$ cat config.mk
export PLATFORM = sky130hd
export DESIGN_NAME = pheap_ctl
export DESIGN_NICKNAME = d
export VERILOG_FILES = /design/src/rtl/pheap_ctl.sv
export SDC_FILE = /design/constraint.sdc
export NUM_CORES = 1
export LEC_CHECK = 0
export ABC_AREA = 1
export BUFFER_PORTS_ARGS = -buffer_cell sky130_fd_sc_hd__buf_2
export CAP_MARGIN = 30
export CORE_MARGIN = 1
export CORE_UTILIZATION = 52
export CTS_CLUSTER_DIAMETER = 150
export DETAILED_ROUTE_END_ITERATION = 7
export PLACE_DENSITY = 0.79
export SETUP_SLACK_MARGIN = 0.3
export SKIP_CTS_REPAIR_TIMING = 1
export SLEW_MARGIN = 20
export SYNTH_ARGS = -nofsm -noshare
export SYNTH_HDL_FRONTEND = slang
export SYNTH_SLANG_ARGS = --single-unit
$ cat constraint.sdc
create_clock -name clk -period 1.9 [get_ports clk]
set_input_delay 0.19 -clock clk [delete_from_list [all_inputs] [get_ports clk]]
set_output_delay 0.19 -clock clk [all_outputs]
set_load 0.01 [all_outputs]
$ cat src/rtl/pheap_ctl.sv
// ---------------------------------------------------------------------------
// pheap_ctl : request front-end and issue scheduler for a pipelined heap.
//
// Accepts client enqueue / dequeue / replace requests, tracks occupancy and
// launches one opcode at a time into level 1 of the heap pipeline. Starts
// are spaced so that level 1 is back in its read phase before the next
// start. Dequeued or replaced-out key/values reach the client a fixed three
// cycles after acceptance.
//
// Ports
//   clk        clock, all state on the rising edge
//   rst        asynchronous reset, active low (0 = reset)
//   enq, deq   client request; both together = replace (ENQ_DEQ)
//   kv_in      key/value operand for enq / replace
//   ready      request is accepted this cycle if (enq|deq)&ready
//   out_valid  one-cycle pulse, kv_out carries a new result
//   kv_out     last dequeued / replaced-out key/value (held)
//   drop       one-cycle pulse, the accepted request was illegal
//   full       count == CAPACITY
//   empty      count == 0
//   count      current occupancy
//   start1     start strobe to level 1
//   op1, in1   opcode / operand to level 1, valid while start1 is high
//   out1       level-1 top value, valid in its SET_OUT cycle
// ---------------------------------------------------------------------------
module pheap_ctl #(
    parameter int LEVELS    = 3,
    parameter int ISSUE_GAP = 2,
    parameter int KEY_W     = 8,
    parameter int VAL_W     = 8
) (
    input  logic                     clk,
    input  logic                     rst,
    input  logic                     enq,
    input  logic                     deq,
    input  logic [KEY_W+VAL_W-1:0]   kv_in,
    output logic                     ready,
    output logic                     out_valid,
    output logic [KEY_W+VAL_W-1:0]   kv_out,
    output logic                     drop,
    output logic                     full,
    output logic                     empty,
    output logic [LEVELS-1:0]        count,
    output logic                     start1,
    output logic [1:0]               op1,
    output logic [KEY_W+VAL_W-1:0]   in1,
    input  logic [KEY_W+VAL_W-1:0]   out1
);

    localparam int KV_W  = KEY_W + VAL_W;
    // GAP holds ISSUE_GAP-1 cycles; the counter only has to reach that value.
    localparam int GAP_W = (ISSUE_GAP > 2) ? $clog2(ISSUE_GAP) : 1;

    localparam logic [KV_W-1:0]   KV_EMPTY   = {KV_W{1'b0}};
    localparam logic [LEVELS-1:0] CAPACITY   = {LEVELS{1'b1}};
    localparam logic [LEVELS-1:0] CNT_ZERO   = {LEVELS{1'b0}};
    localparam logic [1:0]        OP_ENQ     = 2'd0;
    localparam logic [1:0]        OP_DEQ     = 2'd1;
    localparam logic [1:0]        OP_ENQ_DEQ = 2'd2;

    typedef enum logic [1:0] {
        S_IDLE  = 2'd0,
        S_ISSUE = 2'd1,
        S_GAP   = 2'd2
    } state_t;

    state_t             state_q, state_d;
    logic [GAP_W-1:0]   gap_q, gap_d;
    logic [LEVELS-1:0]  count_q, count_d;
    logic               start1_q, start1_d;
    logic [1:0]         op1_q, op1_d;
    logic [KV_W-1:0]    in1_q, in1_d;
    logic               drop_q, drop_d;
    // Result pipeline: stage a = issue cycle, stage b = level-1 SET_OUT cycle.
    logic               res_a_q, res_a_d, byp_a_q, byp_a_d;
    logic [KV_W-1:0]    kv_a_q, kv_a_d;
    logic               res_b_q, res_b_d, byp_b_q, byp_b_d;
    logic [KV_W-1:0]    kv_b_q, kv_b_d;
    logic               out_valid_q, out_valid_d;
    logic [KV_W-1:0]    kv_out_q, kv_out_d;

    logic               accept_s, illegal_s, bypass_s, issue_s, result_s;
    logic               enq_only_s, deq_only_s, both_s;
    logic [1:0]         op_s;

    // Request decode and legality against the occupancy at the accept edge.
    always_comb begin
        enq_only_s = enq & ~deq;
        deq_only_s = deq & ~enq;
        both_s     = enq & deq;
        accept_s   = (enq | deq) & (state_q == S_IDLE);
        illegal_s  = accept_s & ((enq_only_s & full) | (deq_only_s & empty));
        // Replace on an empty heap never touches level 1: the operand is the answer.
        bypass_s   = accept_s & both_s & empty;
        issue_s    = accept_s & ~illegal_s & ~bypass_s;
        result_s   = accept_s & deq & ~illegal_s;
        if (both_s) begin
            op_s = OP_ENQ_DEQ;
        end else if (deq_only_s) begin
            op_s = OP_DEQ;
        end else begin
            op_s = OP_ENQ;
        end
    end

    // Issue FSM next-state: one start, then ISSUE_GAP-1 quiet cycles.
    always_comb begin
        state_d = state_q;
        gap_d   = gap_q;
        case (state_q)
            S_IDLE: begin
                if (issue_s) begin
                    state_d = S_ISSUE;
                end else begin
                    state_d = S_IDLE;
                end
            end
            S_ISSUE: begin
                state_d = S_GAP;
                gap_d   = GAP_W'(ISSUE_GAP - 1);
            end
            S_GAP: begin
                if (gap_q <= GAP_W'(1)) begin
                    state_d = S_IDLE;
                end else begin
                    gap_d = gap_q - GAP_W'(1);
                end
            end
            default: begin
                state_d = S_IDLE;
                gap_d   = {GAP_W{1'b0}};
            end
        endcase
    end

    // FSM outputs: requests are only taken while idle.
    always_comb begin
        ready = (state_q == S_IDLE);
    end

    // Datapath next values: occupancy, level-1 launch and result pipeline.
    always_comb begin
        count_d = count_q;
        if (issue_s && enq_only_s) begin
            count_d = count_q + LEVELS'(1);
        end else if (issue_s && deq_only_s) begin
            count_d = count_q - LEVELS'(1);
        end else begin
            count_d = count_q;
        end

        start1_d = issue_s;
        drop_d   = illegal_s;
        if (issue_s) begin
            op1_d = op_s;
            in1_d = kv_in;
        end else begin
            op1_d = op1_q;
            in1_d = in1_q;
        end

        res_a_d = result_s;
        byp_a_d = bypass_s;
        if (accept_s) begin
            kv_a_d = kv_in;
        end else begin
            kv_a_d = kv_a_q;
        end

        res_b_d = res_a_q;
        byp_b_d = byp_a_q;
        kv_b_d  = kv_a_q;

        out_valid_d = res_b_q;
        if (res_b_q && byp_b_q) begin
            kv_out_d = kv_b_q;
        end else if (res_b_q) begin
            kv_out_d = out1;
        end else begin
            kv_out_d = kv_out_q;
        end
    end

    // State register and all output flops; reset drops any result in flight.
    always_ff @(posedge clk or negedge rst) begin
        if (!rst) begin
            state_q     <= S_IDLE;
            gap_q       <= {GAP_W{1'b0}};
            count_q     <= CNT_ZERO;
            start1_q    <= 1'b0;
            op1_q       <= OP_ENQ;
            in1_q       <= KV_EMPTY;
            drop_q      <= 1'b0;
            res_a_q     <= 1'b0;
            byp_a_q     <= 1'b0;
            kv_a_q      <= KV_EMPTY;
            res_b_q     <= 1'b0;
            byp_b_q     <= 1'b0;
            kv_b_q      <= KV_EMPTY;
            out_valid_q <= 1'b0;
            kv_out_q    <= KV_EMPTY;
        end else begin
            state_q     <= state_d;
            gap_q       <= gap_d;
            count_q     <= count_d;
            start1_q    <= start1_d;
            op1_q       <= op1_d;
            in1_q       <= in1_d;
            drop_q      <= drop_d;
            res_a_q     <= res_a_d;
            byp_a_q     <= byp_a_d;
            kv_a_q      <= kv_a_d;
            res_b_q     <= res_b_d;
            byp_b_q     <= byp_b_d;
            kv_b_q      <= kv_b_d;
            out_valid_q <= out_valid_d;
            kv_out_q    <= kv_out_d;
        end
    end

    // Output wiring; full/empty decode directly from occupancy.
    always_comb begin
        count     = count_q;
        full      = (count_q == CAPACITY);
        empty     = (count_q == CNT_ZERO);
        start1    = start1_q;
        op1       = op1_q;
        in1       = in1_q;
        drop      = drop_q;
        out_valid = out_valid_q;
        kv_out    = kv_out_q;
    end

endmodule
==> impl_results.md, run 1 <==
- Cells after synthesis: approximately 280
- Outcome: completed
- FF-to-FF Start: count[0]$_DFFE_PN0P_
- Post-route core utilization: 0.683
- HP Start: kv_in[5]
- Rows: 27
- Clock sinks: 78
- Maximum Capacitance Violations: 0
- Syn-to-layout area delta: 26.2%
- Worst path required time: 2130 ps
- #FFs+latches synth: 78
- Largest stage delay, worst path: roughly 460 ps
- Critical Path Source Type: flop
- Pwr Density: 1660 mW/mm^2
- Final setup margin: 353 ps
- Hold/Removal Path Class: input pin to flop
- Skew final: 8.58 ps
- ANT nets after route: 0
- Critical path fanouts, max: 5
- Synth unique cells: 22
- Met3 Usage GRT: 0.0553
- Max Fclk: 647 MHz
- Most common cell after layout, fill and taps aside: nand2_1
- ANT cells: 0
- Critical path data arrival time: 1780 ps
- Fin. Hold Viols: 0
- CTS Root Cell: clkbuf_8
- Most common cell on crit path: nand2_1
- Total power: between 6 and 7 mW
- Layout cells sized above 1: 0.335
- IO Port Bufs: a little under 80
- Fin Setup TNS: 0 ps
- Worst skew pair latency: 330 ps
- Htree depth: 3
- Measured slew at the worst slew-check pin: 488 ps
- Vias in the first global route: 2114
- Die Footprint: 0.00608 mm^2
- Worst-case clock buffer depth: 2
- Crit-path slowest cell: dfrtp_2
- Initial Util: 0.541
- Sequential area share after synthesis: 0.651
- Worst path top cell family by delay: simple AND/OR/NAND/NOR gates
- Yosys top cell area share: 0.651
- Die Ht: a little under 80 um
- M2 GR Usage: 0.321
- WS Path Type: flop to flop
- Final wirelength: just under 6000 um
- Vias post-DR: around 2200
- Reg2reg setup slack: 350 ps
- Horiz. Die Dim: approximately 78 um
- Layout Nets: 408
- Syn_nets: between 300 and 400
- Largest net degree at the start of global routing: 42
- GRT busiest layer: met2
- Global-route wire length before repair: 9780 um
- Placed Area: 0.00348 mm^2
- Core box area: 0.00554 mm^2
- Top Ports: 79
- Yosys warnings: 0
- Cell count after placement: 426
- Worst Setup SP: count[0]$_DFFE_PN0P_
- Period utilization: 0.814
- Leading area contributor after synthesis: dfrtp_1
- First-pass DRT Iterations: 4
- Drt via density: 5.01
- Drt drc: 0
- Slew HR: 0.675
- DP Worst Slack: approximately 140 ps
- CP cell instances: nand3_1 -> nand4_4 -> fa_2 -> inv_2 -> nand2_2 -> nand2_1 -> nand2_1 -> nand2_1 -> inv_1
- Non-Filler Instances: 448
- Final Instance Area: 0.00378 mm^2
- Initial antenna violation count: 0
- Crit end category: flop
- Final setup vio count: 0
- Fin crit period: 1550 ps
- Top cells by area, synth: dfrtp_1 65%, nand2_1 12%, mux2i_1 5.3%
- M1 GR Usage: 0.283
- Worst-path clk slew: 80 ps
- CTS tree: built
- Per-cell routed wire length: 12.9 um
- GP Congestion: around 0.88
- Detailed Route Iter0 Violations: 121
- RSZ-0062 raised after global routing: true
- Worst Path Buf+Inv: 2
- P_leak: a little under 2 nW
- Fin Hold WS: 75.9 ps
- Most frequent cells in the layout: 90 x nand2_1, 77 x buf_2, 76 x dfrtp_1
- Num CTS Buffers: 9
- Avg Inst Size Synth: 10.6 um^2
- Post-DP HPWL: slightly above 4000 um
- GRT overflow: 0
- Slew Limit Fails: 0
- GRT Total Usage: 0.209
- Synthesized area: 0.00300 mm^2
- VDD IR max: 964 uV
## area by class of cell
cell class                      count  area, um^2
Timing Repair Buffer               90         502
Tap cell                           72        90.1
Clock inverter                      6        92.6
Multi-Input combinational cell    176         947
Clock buffer                       10         138
Sequential cell                    78        1950
Inverter                           16        60.1
Fill cell                         422        1760
## path summary, 6_finish.rpt
check                                        endpoint  cells past startpoint
worst max-delay path             count[2]$_DFFE_PN0P_                      9
worst min-delay path            kv_a_q[5]$_DFFE_PN0N_                      3
worst max register to register   count[2]$_DFFE_PN0P_                      9
worst min register to register  out_valid_d$_DFF_PN0_                      0
max in group asynchronous        kv_b_q[15]$_DFF_PN0_                      3
min in group asynchronous       kv_out[9]$_DFFE_PN0P_                      2
## cells by family after synthesis
group           synth area share
fa+ha+maj                0.00668
buf+inv                   0.0446
mux                       0.0534
xor+xnor                 0.00292
simple gates               0.205
flops                      0.651
compound gates            0.0367
## layer usage
metal  up-vias  share of wire
li1       1093              -
met1      1078           0.44
met2        66           0.50
met3         6          0.048
met4         0          0.011
met5         -              0
## state kept, by name, summed over array words and instances, names as in the netlist
| register | cells |
|---|---|
| in1 | 16 |
| kv_a_q | 16 |
| kv_b_q | 16 |
| kv_out | 16 |
| count | 3 |
| op1 | 2 |
| state_q | 2 |
| byp_a_q | 1 |
| byp_b_q | 1 |
| drop | 1 |
| out_valid | 1 |
| out_valid_d | 1 |
| res_a_q | 1 |
| start1 | 1 |
## synthesized netlist by cell type (all sizes together)
cell type   n
a21oi      17
nand2      93
a22oi       1
nand3       4
xor2        1
nand4      19
mux2i      16
buf        10
dfrtp      78
nor2       23
clkbuf      3
nor3        1
fa          1
inv        16
## worst register-to-register path, delay by kind of cell, from the launching register on
| kind | cells | cell delay [ps] |
|---|---|---|
| buf+inv | 2 | 90 |
| flops | 1 | 460 |
| simple gates | 6 | 500 |
| fa+ha+maj | 1 | 390 |
## power by group
part / switching (mW) / internal [mW] / leakage [nW]
clock network: 0.593 / 0.785 / 0.110
registers: 0.389 / 2.43 / 0.938
logic: 1.26 / 0.830 / 0.942
total: 2.25 / 4.04 / 1.99
(Power assumes the default switching activity.)
==> inputs of run 2 (changes only) <==
Settings changed: ABC_AREA 1 to 0, CORE_UTILIZATION 52 to 51, PLACE_DENSITY 0.79 to 0.78.
Clock period 1.9 ns to 1.5 ns, I/O delays scaled along.
==> impl_results.md, run 2 <==
- Post-synth top flop: dfrtp_1
- Initial antenna violation count: 0 (unchanged)
- ANT nets after route: 0 (unchanged)
- Slew Limit Fails: 0 (unchanged)
- VDD IR max: 1220 uV (+27%)
- Horiz. Die Dim: 77.9 um (about the same)
- Initial Util: 0.530 (-0.0113)
- Clk pwr share: 0.187 (-0.032)
- Most frequent cells in the layout: 76 x dfrtp_1, 74 x buf_2, 32 x mux2_4
- Drt via density: 4.99 (-0.24%)
- Period utilization: 1.22 (+0.403)
- Core box area: 0.00554 mm^2 (unchanged)
- Synthesized area: 0.00294 mm^2 (-2.1%)
- Drt drc: 0 (unchanged)
- RSZ-0062 raised after global routing: true
- Synth top cells by count: 78 x dfrtp_1, 24 x mux2_2, 18 x nor2_1
- Comb pwr share: 0.429 (+0.096)
- ANT cells: 0 (unchanged)
- Critical Path Source Type: flop
- Cells after synthesis: 198 (-30%)
- Rows: 27 (unchanged)
- Htree depth: 3 (unchanged)
- Failing checks: setup timing
- FFs w/ async S/R, synth: 1.00 (unchanged)
- Outcome: finished with violations
- Leading area contributor after synthesis: dfrtp_1
- #FFs+latches synth: 78 (unchanged)
- Die Footprint: 0.00607 mm^2 (-0.17%)
- Most common cell after layout, fill and taps aside: dfrtp_1
- DP Worst Slack: -345 ps (-485 ps)
- Share of power burned in registers: 0.384 (-0.064)
- Post-DP HPWL: 3840 um (-6.4%)
- Die Ht: 77.9 um (about the same)
- Sequential area share after synthesis: 0.665 (+0.0139)
- IO Port Bufs: 78 (unchanged)
- Slew HR: 0.729 (+0.0547)
- Critical path data arrival time: 2050 ps (+270 ps)
- Synth unique cells: 27 (+23%)
- Measured slew at the worst slew-check pin: 406 ps (-82.0 ps)
- Maximum Capacitance Violations: 0 (unchanged)
- Number of enable flip-flop cells after synthesis: 0 (unchanged)
- CTS Root Cell: clkbuf_8
- Final setup margin: -325 ps (-678 ps)
- Crit end category: flop
- Post-route core utilization: 0.744 (+0.0614)
- Clock sinks: 78 (unchanged)
- GP Congestion: 0.792 (-9.7%)
- Vias post-DR: 1923 (-14%)
- Detailed Route Iter0 Violations: 99 (-18%)
- Top cells by area, synth: dfrtp_1 66%, mux2_2 9.2%, mux2i_1 5.8%
- Placed Area: 0.00358 mm^2 (+2.9%)
- Pint: 6.49 mW (+60%)
- Yosys top cell area share: 0.665 (+0.0139)
- Psw: 2.98 mW (+33%)
- Critical path fanouts, max: 5 (unchanged)
- GRT Total Usage: 0.201 (-0.00835)
- Switching share of power: 0.315 (-0.0421)
- WS Path Type: flop to flop
- Hold/Removal Path Class: input pin to flop
- Layout cells sized above 1: 0.546 (+0.211)
- First-pass DRT Iterations: 3 (-1)
- Worst skew pair latency: 340 ps (about the same)
- Yosys warnings: 0 (unchanged)
- Fin. Hold Viols: 0 (unchanged)
- Pwr Density: 2300 mW/mm^2 (+38%)
- Avg Inst Size Synth: 14.8 um^2 (+40%)
- Fin crit period: 1830 ps (+278 ps)
- Final Instance Area: 0.00412 mm^2 (+9.0%)
- Syn_nets: 235 (-27%)
- Global-route wire length before repair: 8980 um (-8.2%)
- Num CTS Buffers: 9 (unchanged)
- CTS tree: built
- Worst-path clk slew: 80 ps (about the same)
- Top Ports: 79 (unchanged)
- Most instantiated library cell after synthesis: dfrtp_1
- Final wirelength: 6340 um (+10%)
- Max Fclk: 548 MHz (-15%)
- GRT overflow: 0 (unchanged)
- P_leak: 2.00 nW (+0.30%)
- Final setup vio count: 20 (+20)
- Worst path required time: 1730 ps (-400 ps)
- Skew final: 12.2 ps (+3.66 ps)
- Layout Nets: 345 (-15%)
- Largest net degree at the start of global routing: 34 (-19%)
- Syn-to-layout area delta: 40.4%
- Per-cell routed wire length: 16.5 um (+28%)
- Worst-case clock buffer depth: 2 (unchanged)
- Vias in the first global route: 1821 (-14%)
- Fill count: 391 (-7.3%)
run 2: cell count changes after synthesis, sizes merged, moves of 5 or more:
cell   change
inv       -15
mux2      +33
o21ai      +5
nand4     -19
nand2     -92
nor2       -5
buf        -7
run 2: worst paths after layout:
path                                       from               endpoint  slack [ps]  cells after the start
min in group asynchronous                   rst   count[2]$_DFFE_PN0P_         270                      2
max in group asynchronous                   rst      byp_b_q$_DFF_PN0_         730                      3
hold / removal                         kv_in[5]  kv_a_q[5]$_DFFE_PN0N_          60                      2
setup reg to reg           count[2]$_DFFE_PN0P_     in1[9]$_DFFE_PN0N_        -330                      7
hold reg to reg               res_a_q$_DFF_PN0_  out_valid_d$_DFF_PN0_         350                      0
setup / recovery           count[2]$_DFFE_PN0P_     in1[9]$_DFFE_PN0N_        -330                      7
run 2: worst max-delay path, cell delays in order (launching register included):
cell and delay, ps:
dfrtp_1 410, buf_4 150, nor3_4 250, nand3_2 130
nor3b_4 170, buf_4 140, clkbuf_16 150, mux2_4 300
run 2: layout make-up:
class	instances	area (um^2)	area share
clock inverter	5	78.8	0.0191
multi-input combinational	111	1080	0.263
sequential	78	1950	0.474
inverter	1	3.75	0.000910
timing repair buffer	107	761	0.184
clock buffer	11	151	0.0367
tap	72	90.1	0.0218
run 2: layer usage:
layer,GRT usage,wire length [um]
met1,0.273,2900
met2,0.304,3190
met3,0.0600,198
met4,0.0792,51
met5,0,0
run 2: power groups by stage:
| stage | clock [mW] | combinational (mW) | sequential [mW] |
|---|---|---|---|
| final | 1.77 | 4.06 | 3.64 |
| after global routing | 1.92 | 4.33 | 3.75 |
| after CTS | 1.80 | 3.13 | 3.62 |
| after detailed placement | 0 | 3.11 | 3.64 |
| after global placement | 0 | 3.01 | 3.60 |
| after floorplan | 0 | 1.67 | 3.86 |
run 2: through the flow:
step           hold slack, ps  setup TNS, ps  power [mW]  cells
3_3_place_gp             96.4          -3210        6.61    359
3_5_place_dp              103          -3840        6.75    359
6_report                 58.6          -5220        9.47    385
2_1_floorplan            -146          -6120        5.53    198
5_1_grt                  36.3          -6330        10.0    385
4_1_cts                  -273          -4180        8.55    375
run 2: cell families (layout without fill, tap and decap cells):
logic type / after synthesis / count (layout) / share of synthesized area
multiplexers: 50 / 50 / 0.196
buffers and inverters: 9 / 124 / 0.0179
adder cells (fa/ha/maj): 1 / 1 / 0.00682
XOR/XNOR: 2 / 2 / 0.00597
AND/OR/NAND/NOR: 33 / 33 / 0.0592
AO/OA/AOI/OAI: 25 / 25 / 0.0494
flip-flops: 78 / 78 / 0.665
